### config.mk
export PLATFORM = sky130hd
export DESIGN_NAME = prbs_edge_shaper
export DESIGN_NICKNAME = d
export VERILOG_FILES = /design/src/rtl/prbs_edge_shaper.sv
export SDC_FILE = /design/constraint.sdc
export NUM_CORES = 1
export LEC_CHECK = 0
export ABC_CLOCK_PERIOD_IN_PS = 10000
export BUFFER_PORTS_ARGS = -buffer_cell sky130_fd_sc_hd__buf_2
export CORE_MARGIN = 4
export CORE_UTILIZATION = 45
export DETAILED_ROUTE_END_ITERATION = 7
export PLACE_DENSITY_LB_ADDON = 0.25
export SYNTH_ARGS = -nofsm -noshare
export SYNTH_HDL_FRONTEND = slang
export SYNTH_SLANG_ARGS = --single-unit
### constraint.sdc
create_clock -name dac_clk -period 10 [get_ports dac_clk]
set_clock_uncertainty 0.1 [all_clocks]
set_input_delay 0.5 -clock dac_clk [delete_from_list [all_inputs] [get_ports dac_clk]]
set_output_delay 0.5 -clock dac_clk [all_outputs]
set_load 0.005 [all_outputs]
### src/rtl/prbs_edge_shaper.sv
// rtl/prbs_edge_shaper.sv - PRBS bit to slew-limited DAC code shaper
module prbs_edge_shaper #(
    parameter int DAC_W = 14
) (
    input  logic             dac_clk,
    input  logic             reset_n,
    input  logic             enable,
    input  logic             lfsr_clk_enable,
    input  logic             prbs_bit_out,
    input  logic [DAC_W-1:0] level_hi_reg,
    input  logic [DAC_W-1:0] level_lo_reg,
    input  logic [DAC_W-1:0] slew_step_reg,
    input  logic             polarity_inv,
    output logic [DAC_W-1:0] dac_data,
    output logic             dac_valid,
    output logic             edge_busy
);

    localparam logic [DAC_W-1:0] MID = {1'b1, {(DAC_W-1){1'b0}}};

    typedef enum logic [1:0] {
        S_IDLE,
        S_RAMP,
        S_HOLD
    } state_t;

    state_t           r_state;
    state_t           w_next_state;
    logic             r_stb_d;
    logic [DAC_W-1:0] r_target;
    logic [DAC_W-1:0] w_next_target;
    logic [DAC_W-1:0] r_data;
    logic [DAC_W-1:0] w_next_data;
    logic             r_busy;
    logic             w_next_busy;

    logic             w_capture;
    logic [DAC_W-1:0] w_cap_target;
    logic [DAC_W-1:0] w_step_target;
    logic [DAC_W:0]   w_diff;
    logic             w_neg;
    logic [DAC_W:0]   w_abs;
    logic             w_jump;
    logic [DAC_W-1:0] w_stepped;

    assign w_capture     = r_stb_d & enable;
    assign w_cap_target  = (prbs_bit_out ^ polarity_inv) ? level_hi_reg : level_lo_reg;
    // The step on a capture edge is computed against the freshly selected level.
    assign w_step_target = w_capture ? w_cap_target : r_target;

    assign w_diff    = {1'b0, w_step_target} - {1'b0, r_data};
    assign w_neg     = w_diff[DAC_W];
    assign w_abs     = w_neg ? ({1'b0, r_data} - {1'b0, w_step_target}) : w_diff;
    assign w_jump    = (slew_step_reg == '0) || (w_abs <= {1'b0, slew_step_reg});
    assign w_stepped = w_jump ? w_step_target
                     : (w_neg ? (r_data - slew_step_reg) : (r_data + slew_step_reg));

    always_comb begin
        w_next_state  = r_state;
        w_next_target = r_target;
        w_next_data   = r_data;
        w_next_busy   = 1'b0;
        if (!enable) begin
            w_next_state = S_IDLE;
            w_next_data  = MID;
        end else if (w_capture || (r_state == S_RAMP)) begin
            w_next_target = w_step_target;
            w_next_data   = w_stepped;
            w_next_busy   = (w_stepped != w_step_target);
            w_next_state  = w_next_busy ? S_RAMP : S_HOLD;
        end
    end

    always_ff @(posedge dac_clk or negedge reset_n) begin
        if (!reset_n) begin
            r_state  <= S_IDLE;
            r_stb_d  <= 1'b0;
            r_target <= MID;
            r_data   <= MID;
            r_busy   <= 1'b0;
        end else begin
            r_state  <= w_next_state;
            r_stb_d  <= lfsr_clk_enable;
            r_target <= w_next_target;
            r_data   <= w_next_data;
            r_busy   <= w_next_busy;
        end
    end

    assign dac_data  = r_data;
    assign dac_valid = (r_state == S_RAMP) || (r_state == S_HOLD);
    assign edge_busy = r_busy;

endmodule

==> Word-level counts from Yosys, hierarchy flattened <==
Index checks and enable logic that the tools add are counted.
{ "classes": {"order_cmp": 1, "n_reduce_logical": 5, "add_sub_neg": 4, "mul": 0, "muxes": 12, "eq_ne": 4, "bitwise": 2, "n_shift": 0, "n_div": 0} }
{ "op_table": {"columns": ["operator", "n"], "rows": [
  ["14-bit 2-to-1 mux", 6],
  ["14-bit by 14-bit subtractor with 15-bit output", 2],
  ["15-bit by 14-bit <= comparator with 1-bit output", 1],
  ["15-bit 2-to-1 mux", 1],
  ["14-bit adder", 1],
  ["14-bit logical NOT", 1],
  ["14-bit inequality test", 1],
  ["14-bit subtractor", 1],
  ["2-bit 2-to-1 mux", 3],
  ["1-bit logical OR", 3],
  ["2-bit by 1-bit == test with 1-bit output, second input constant", 1],
  ["2-bit == test, second input constant", 1],
  ["1-bit 2-to-1 mux", 2],
  ["2-bit by 1-bit inequality test with 1-bit output, second input constant", 1],
  ["2-bit AND reduction", 1],
  ["1-bit AND", 1],
  ["1-bit XOR", 1]
]} }
{ "totals": {"output_inout_bits": 16, "mem_bits_rw": 0, "input_bits": 48, "rom_bits": 0, "elab_cells": 33, "reg_bits": 32, "n_memories": 0, "latch_bits": 0} }

==> Logic depth before layout (Yosys ltp) <==
{ "logic_depth": {"word_depth": 12, "ltp_mapped": 27, "mapped_depth_nobuf": 23} }

==> Worst setup path after synthesis <==
OpenSTA, ideal clock, no wires.
{ "synth_path": {"kind": "in2reg", "from": "in enable", "to": "reg r_state[1]", "stages": 24, "path_buffers": 5, "slack_ns": 4.139, "arrival_time_ns": 5.641, "setup_ns": 0.120, "required_ns": 9.780, "path_cell_list": "nand2_1 buf_1 clkbuf_1 nand2_1 o21ai_0 ha_1 clkbuf_1 nand2_1 o21ai_0 a311oi_2 and2_1 clkbuf_1 clkbuf_1 nor2_1 xnor2_1 ha_1 a211oi_1 o211ai_1 a221o_1 o32a_1 o2111ai_1 nor4_1 o2111a_1 a31o_1"} }
{ "synth_between": {"elab_chain_len": 11, "elab_cells_between_ends": 15, "classes_between": "add/sub (2); order compare (1); eq/ne (2); mux (7); bitwise (1); reduce/logical (2)"} }
{ "synth_rtl": {"columns": ["item", "line", "rtl"], "rows": [
  ["start, declared", "7", "input logic enable,"],
  ["1-bit AND (*)", "46", "assign w_capture = r_stb_d & enable;"],
  ["14-bit 2-to-1 mux (*)", "49", "assign w_step_target = w_capture ? w_cap_target : r_target;"],
  ["via w_step_target[8]", "39", "logic [DAC_W-1:0] w_step_target;"],
  ["14-bit by 14-bit subtractor with 15-bit output (on tied branches)", "51, 53", null],
  ["15-bit 2-to-1 mux", "53", "assign w_abs = w_neg ? ({1'b0, r_data} - {1'b0, w_step_target}) : w_diff;"],
  ["15-bit by 14-bit <= comparator with 1-bit output", "54", "assign w_jump = (slew_step_reg == '0) || (w_abs <= {1'b0, slew_step_reg});"],
  ["1-bit logical OR", "54", null],
  ["14-bit 2-to-1 mux", "55", "assign w_stepped = w_jump ? w_step_target"],
  ["14-bit inequality test (*)", "69", "w_next_busy = (w_stepped != w_step_target);"],
  ["2-bit 2-to-1 mux (*)", "70", "w_next_state = w_next_busy ? S_RAMP : S_HOLD;"],
  ["2-bit 2-to-1 mux (*)", "66", "end else if (w_capture || (r_state == S_RAMP)) begin"],
  ["2-bit 2-to-1 mux (*)", "63", "if (!enable) begin"],
  ["end signal, assigned", "82", "r_state <= w_next_state;"],
  ["end, declared", "27", "state_t r_state;"]
]} }
Mark *: on every way through the listed nets, which the timed path passes. The rest lies on a longest branch. The select of a mux whose other input is x is not followed.
A chain may end at the register's enable or synchronous reset.

==> Worst setup path after layout <==
{ "layout_path": {"from": "in polarity_inv", "to": "reg r_data[13], in the netlist dac_data[13]"} }
{ "layout_between": {"elab_chain_len": 10, "elab_cells_between_ends": 12, "classes_between": "add/sub (2); order compare (1); mux (7); bitwise (1); reduce/logical (1)"} }
{ "layout_rtl": {"columns": ["item", "line", "rtl"], "rows": [
  ["start, declared", "13", "input logic polarity_inv,"],
  ["1-bit XOR (*)", "47", "assign w_cap_target = (prbs_bit_out ^ polarity_inv) ? level_hi_reg : level_lo_reg;"],
  ["14-bit 2-to-1 mux (*)", "47", null],
  ["14-bit 2-to-1 mux (*)", "49", null],
  ["14-bit by 14-bit subtractor with 15-bit output (on tied branches)", "51, 53", null],
  ["15-bit 2-to-1 mux", "53", null],
  ["15-bit by 14-bit <= comparator with 1-bit output", "54", null],
  ["1-bit logical OR", "54", null],
  ["14-bit 2-to-1 mux (*)", "55", null],
  ["14-bit 2-to-1 mux (*)", "66", null],
  ["14-bit 2-to-1 mux (*)", "63", null],
  ["end signal, assigned", "85", "r_data <= w_next_data;"],
  ["end, declared", "32", "logic [DAC_W-1:0] r_data;"]
]} }
Every way passes the cells marked *; elsewhere a longest branch is shown, timed or not. The select of a mux whose other input is x is not followed.

==> flow_summary_export.csv <==
group,metric,value,unit
critical_path,max_stage_delay,810,ps
cts,path_clk_slew,70,ps
cts,clkSinkCount,32,
timing,rsz0062_at_grt,"no",
critical_path,cpLargestDelayFamily,"compound AO/OA/AOI/OAI gates",
placed_design,dp_cells,719,
grt,gr-total-overflow,0,
layout,final_core_util,52.4,%
timing,max-slew-margin-rel,30.4,%
pwr,p_sw_share,51.1,%
synthesis,synth_cell_types,74,
critical_path,cp_common_cell,"o21ai_0",
pwr,clock_power_share,7.5,%
layout,final_cells,727,
critical_path,cp-end-kind,"register",
synthesis,synthTopCellsByArea,"dfrtp_1 (17%), ha_1 (14%), mux2i_1 (6.6%), xnor2_1 (5.8%), inv_1 (4.7%)",
min_path,hp-class,"in2async",
grt,grt_use_total,22.6,%
timing,fmax,131,MHz
pwr,p_leak,0.00243,uW
timing,holdWs,163,ps
route,drt-total-wl,12800,um
floorplanning,fp.dieH,107,um
route,dr.pass1.iters,5,
critical_path,worst-path-max-fanout,22,
synthesis,synth.cell_area,0.00439,mm2
critical_path,critPathKind,"in2reg",
route,vias,4248,
placed_design,post-dp-hpwl,10500,um
timing,hold_viol,0,
pwr,p_per_area,374,mW/mm2
timing,slew_viol_final,0,
timing,worst_pin_slew,1040,ps
synthesis,yosysTopAreaCell,"dfrtp_1",
cts,cts_buffers,5,
floorplanning,rows,35,
synthesis,syn_inst,543,
critical_path,arrival,7760,ps
route,drt_iter0_markers,248,
route,via_per_inst,5.84,
cts,cts_buffer_depth,2,
grt,grt_max_degree,34,
critical_path,r2r-start,"r_stb_d$_DFF_PN0_",
layout,final_layout_size_suffix_gt1_share,15.2,%
placed_design,gp_congestion,0.957,
cts,tritoncts,"built",
critical_path,r2r_slack,2560,ps
layout,diodes,0,
critical_path,crit_chain,"buf_2, xnor2_2, mux2i_1, o21ai_0, inv_1, fa_1, nand3b_1, a21oi_1, o21ai_0, nand2_1, o211ai_1, o21ai_0, o22ai_1, xor2_1, ha_1, a211oi_1, nor2_1, nor3_1, nor2_1, o31ai_1, o21ai_4, mux2_2, a22oi_1",
critical_path,critPathSlowestCell,"xnor2_2",
floorplanning,dieWidth,107,um
critical_path,reg2reg_to,"dac_data[13]$_DFFE_PN1P_",
cts,cts_hold_buffers,0,
layout,nets,697,
critical_path,worstSetupPathDepth,23,
layout,syn_to_final_growth,11.9,%
pwr,intPower,899,uW
cts,clk_latency,290,ps
synthesis,synthesis.nets,643,
synthesis,yosys_warnings,0,
timing,finalWorstSetupSlack,2340,ps
critical_path,reg2regPathDepth,21,
floorplanning,core,0.00937,mm2
synthesis,synth_ff_type,"dfrtp_1",
critical_path,crit_path_end,"dac_data[13]$_DFFE_PN1P_",
route,ant_nets,0,
route,route.detailed.drc,0,
cts,cts_setup_buffers,0,
cts,ctsResizeCount,0,
critical_path,cp-start-kind,"primary input",
floorplanning,start_util,46.9,%
cts,cts_htree_levels,2,
floorplanning,io_pins,64,
floorplanning,dieArea,0.0114,mm2
synthesis,yosys_register_bits,32,
synthesis,synth.most_common_cell,"inv_1",
timing,period_needed,7660,ps
outcome,status,"complete, no violations",
route,wire_per_inst,17.7,um
pwr,ir_drop,0.212,mV
critical_path,required,10100,ps
timing,setup_viol,0,
job,max_cap_viol_count,0,
synthesis,yosysTopAreaCellShare,17.1,%
synthesis,synth-edff-count,0,
placed_design,portBuffers,63,
synthesis,synthTopCellsByCount,"inv_1 (55), ha_1 (49), nand2_1 (44)",
critical_path,cp-startpoint,"polarity_inv",
placed_design,place_ws,2110,ps
pwr,combPwrFrac,81.8,%
grt,grt_pass1_vias,4096,
cts,root_buffer,"clkbuf_8",
grt,antenna_found_initial,0,
pwr,p_seq_share,10.7,%
grt,grt_pass1_wl,20800,um
timing,fin_tns_setup,0,ps
critical_path,cp_num_buf_inv,2,
synthesis,avgSynthCellArea,8.09,um2
pwr,power_switching,941,uW
timing,fin_crit_sh,76.6,%
synthesis,async_flop_share,100,%
synthesis,ys_seq_area_share,18.3,%
## worst min-delay path by stage
| stage | endpoint | slack (ps) | depth (start not counted) |
|---|---|---|---|
| after floorplan | async pin | 100 | 0 |
| after global placement | register | 350 | 2 |
| after detailed placement | register | 360 | 2 |
| after CTS | r_target[10]$_DFFE_PN0P_ | 180 | 1 |
| after global routing | r_state[1]$_DFFE_PN0P_ | 220 | 1 |
| final | r_target[10]$_DFFE_PN0P_ | 160 | 1 |
## through the flow
stage                     cell area (um2)  power, uW
after CTS                            4910       1830
after detailed placement             4790       1670
after floorplan                      4390       1370
after global routing                 4910       2000
after global placement               4790       1660
final                                4910       1840
## power groups by stage
stage                     logic, uW  registers (uW)  clock network [uW]
after floorplan                1180             190                   0
after global placement         1460             198                   0
after detailed placement       1480             199                   0
after CTS                      1490             197                 140
after global routing           1650             202                 146
final                          1510             197                 137
## layout make-up
type | count | area [um2]
fill | 928 | 4460
multi-input combinational | 439 | 3290
sequential | 32 | 803
timing repair buffer | 64 | 323
inverter | 55 | 206
tap | 129 | 161
clock buffer | 7 | 96.3
clock inverter | 1 | 30.0
## placed cells by master, fill, tap and decap left out, types with 6 or more instances in the layout
| master | synthesis | routed |
|---|---|---|
| a21o_1 | 17 | 17 |
| a21oi_1 | 23 | 23 |
| a31oi_1 | 9 | 9 |
| and2_1 | 8 | 8 |
| buf_2 | 1 | 63 |
| clkbuf_8 | 0 | 7 |
| dfrtp_1 | 30 | 30 |
| ha_1 | 49 | 49 |
| inv_1 | 55 | 55 |
| mux2_2 | 6 | 6 |
| mux2i_1 | 29 | 29 |
| nand2_1 | 44 | 44 |
| nand3_1 | 11 | 11 |
| nand4_1 | 7 | 7 |
| nor2_1 | 27 | 27 |
| nor3_1 | 8 | 8 |
| nor4_1 | 7 | 7 |
| o211ai_1 | 6 | 6 |
| o21a_1 | 8 | 8 |
| o21ai_0 | 35 | 35 |
| o21ai_1 | 12 | 12 |
| xnor2_1 | 29 | 29 |
| xor2_1 | 12 | 12 |
## sequential cells by signal, summed over array words and instances (netlist names), named ones only
| name | count |
|---|---|
| r_target | 13 |
| edge_busy | 1 |
| r_state | 2 |
| dac_data | 14 |
| r_stb_d | 1 |
## metal layers
layer | track usage, % | wire [um]
met5 | 0 | 0
met4 | 5.66 | 235
met3 | 3.37 | 564
met2 | 38.4 | 6210
met1 | 30.3 | 5830
## worst register-to-register path, cell delays in order, from the launching register on
cell      delay (ps)
dfrtp_1          440
nand2_1          580
o21ai_0          910
inv_1            190
fa_1             450
nand3b_1         200
a21oi_1          190
o21ai_0          180
nand2_1          630
o211ai_1         300
o21ai_0          530
o22ai_1          200
xor2_1           180
ha_1             300
a211oi_1         290
nor2_1            80
nor3_1           130
nor2_1            80
o31ai_1          530
o21ai_4          360
mux2_2           380
a22oi_1          150
## logic make-up after synthesis
group / Yosys count / synth area share, %
AOI/OAI and AO/OA: 173 / 27.4
buffers and inverters: 72 / 6.72
adders and majority gates: 52 / 15.3
xor gates and xnor gates: 43 / 9.06
muxes: 35 / 8.15
and+or+nand+nor: 136 / 15.0
DFF: 32 / 18.3
No activity file was read; power rests on OpenSTA's default activity.
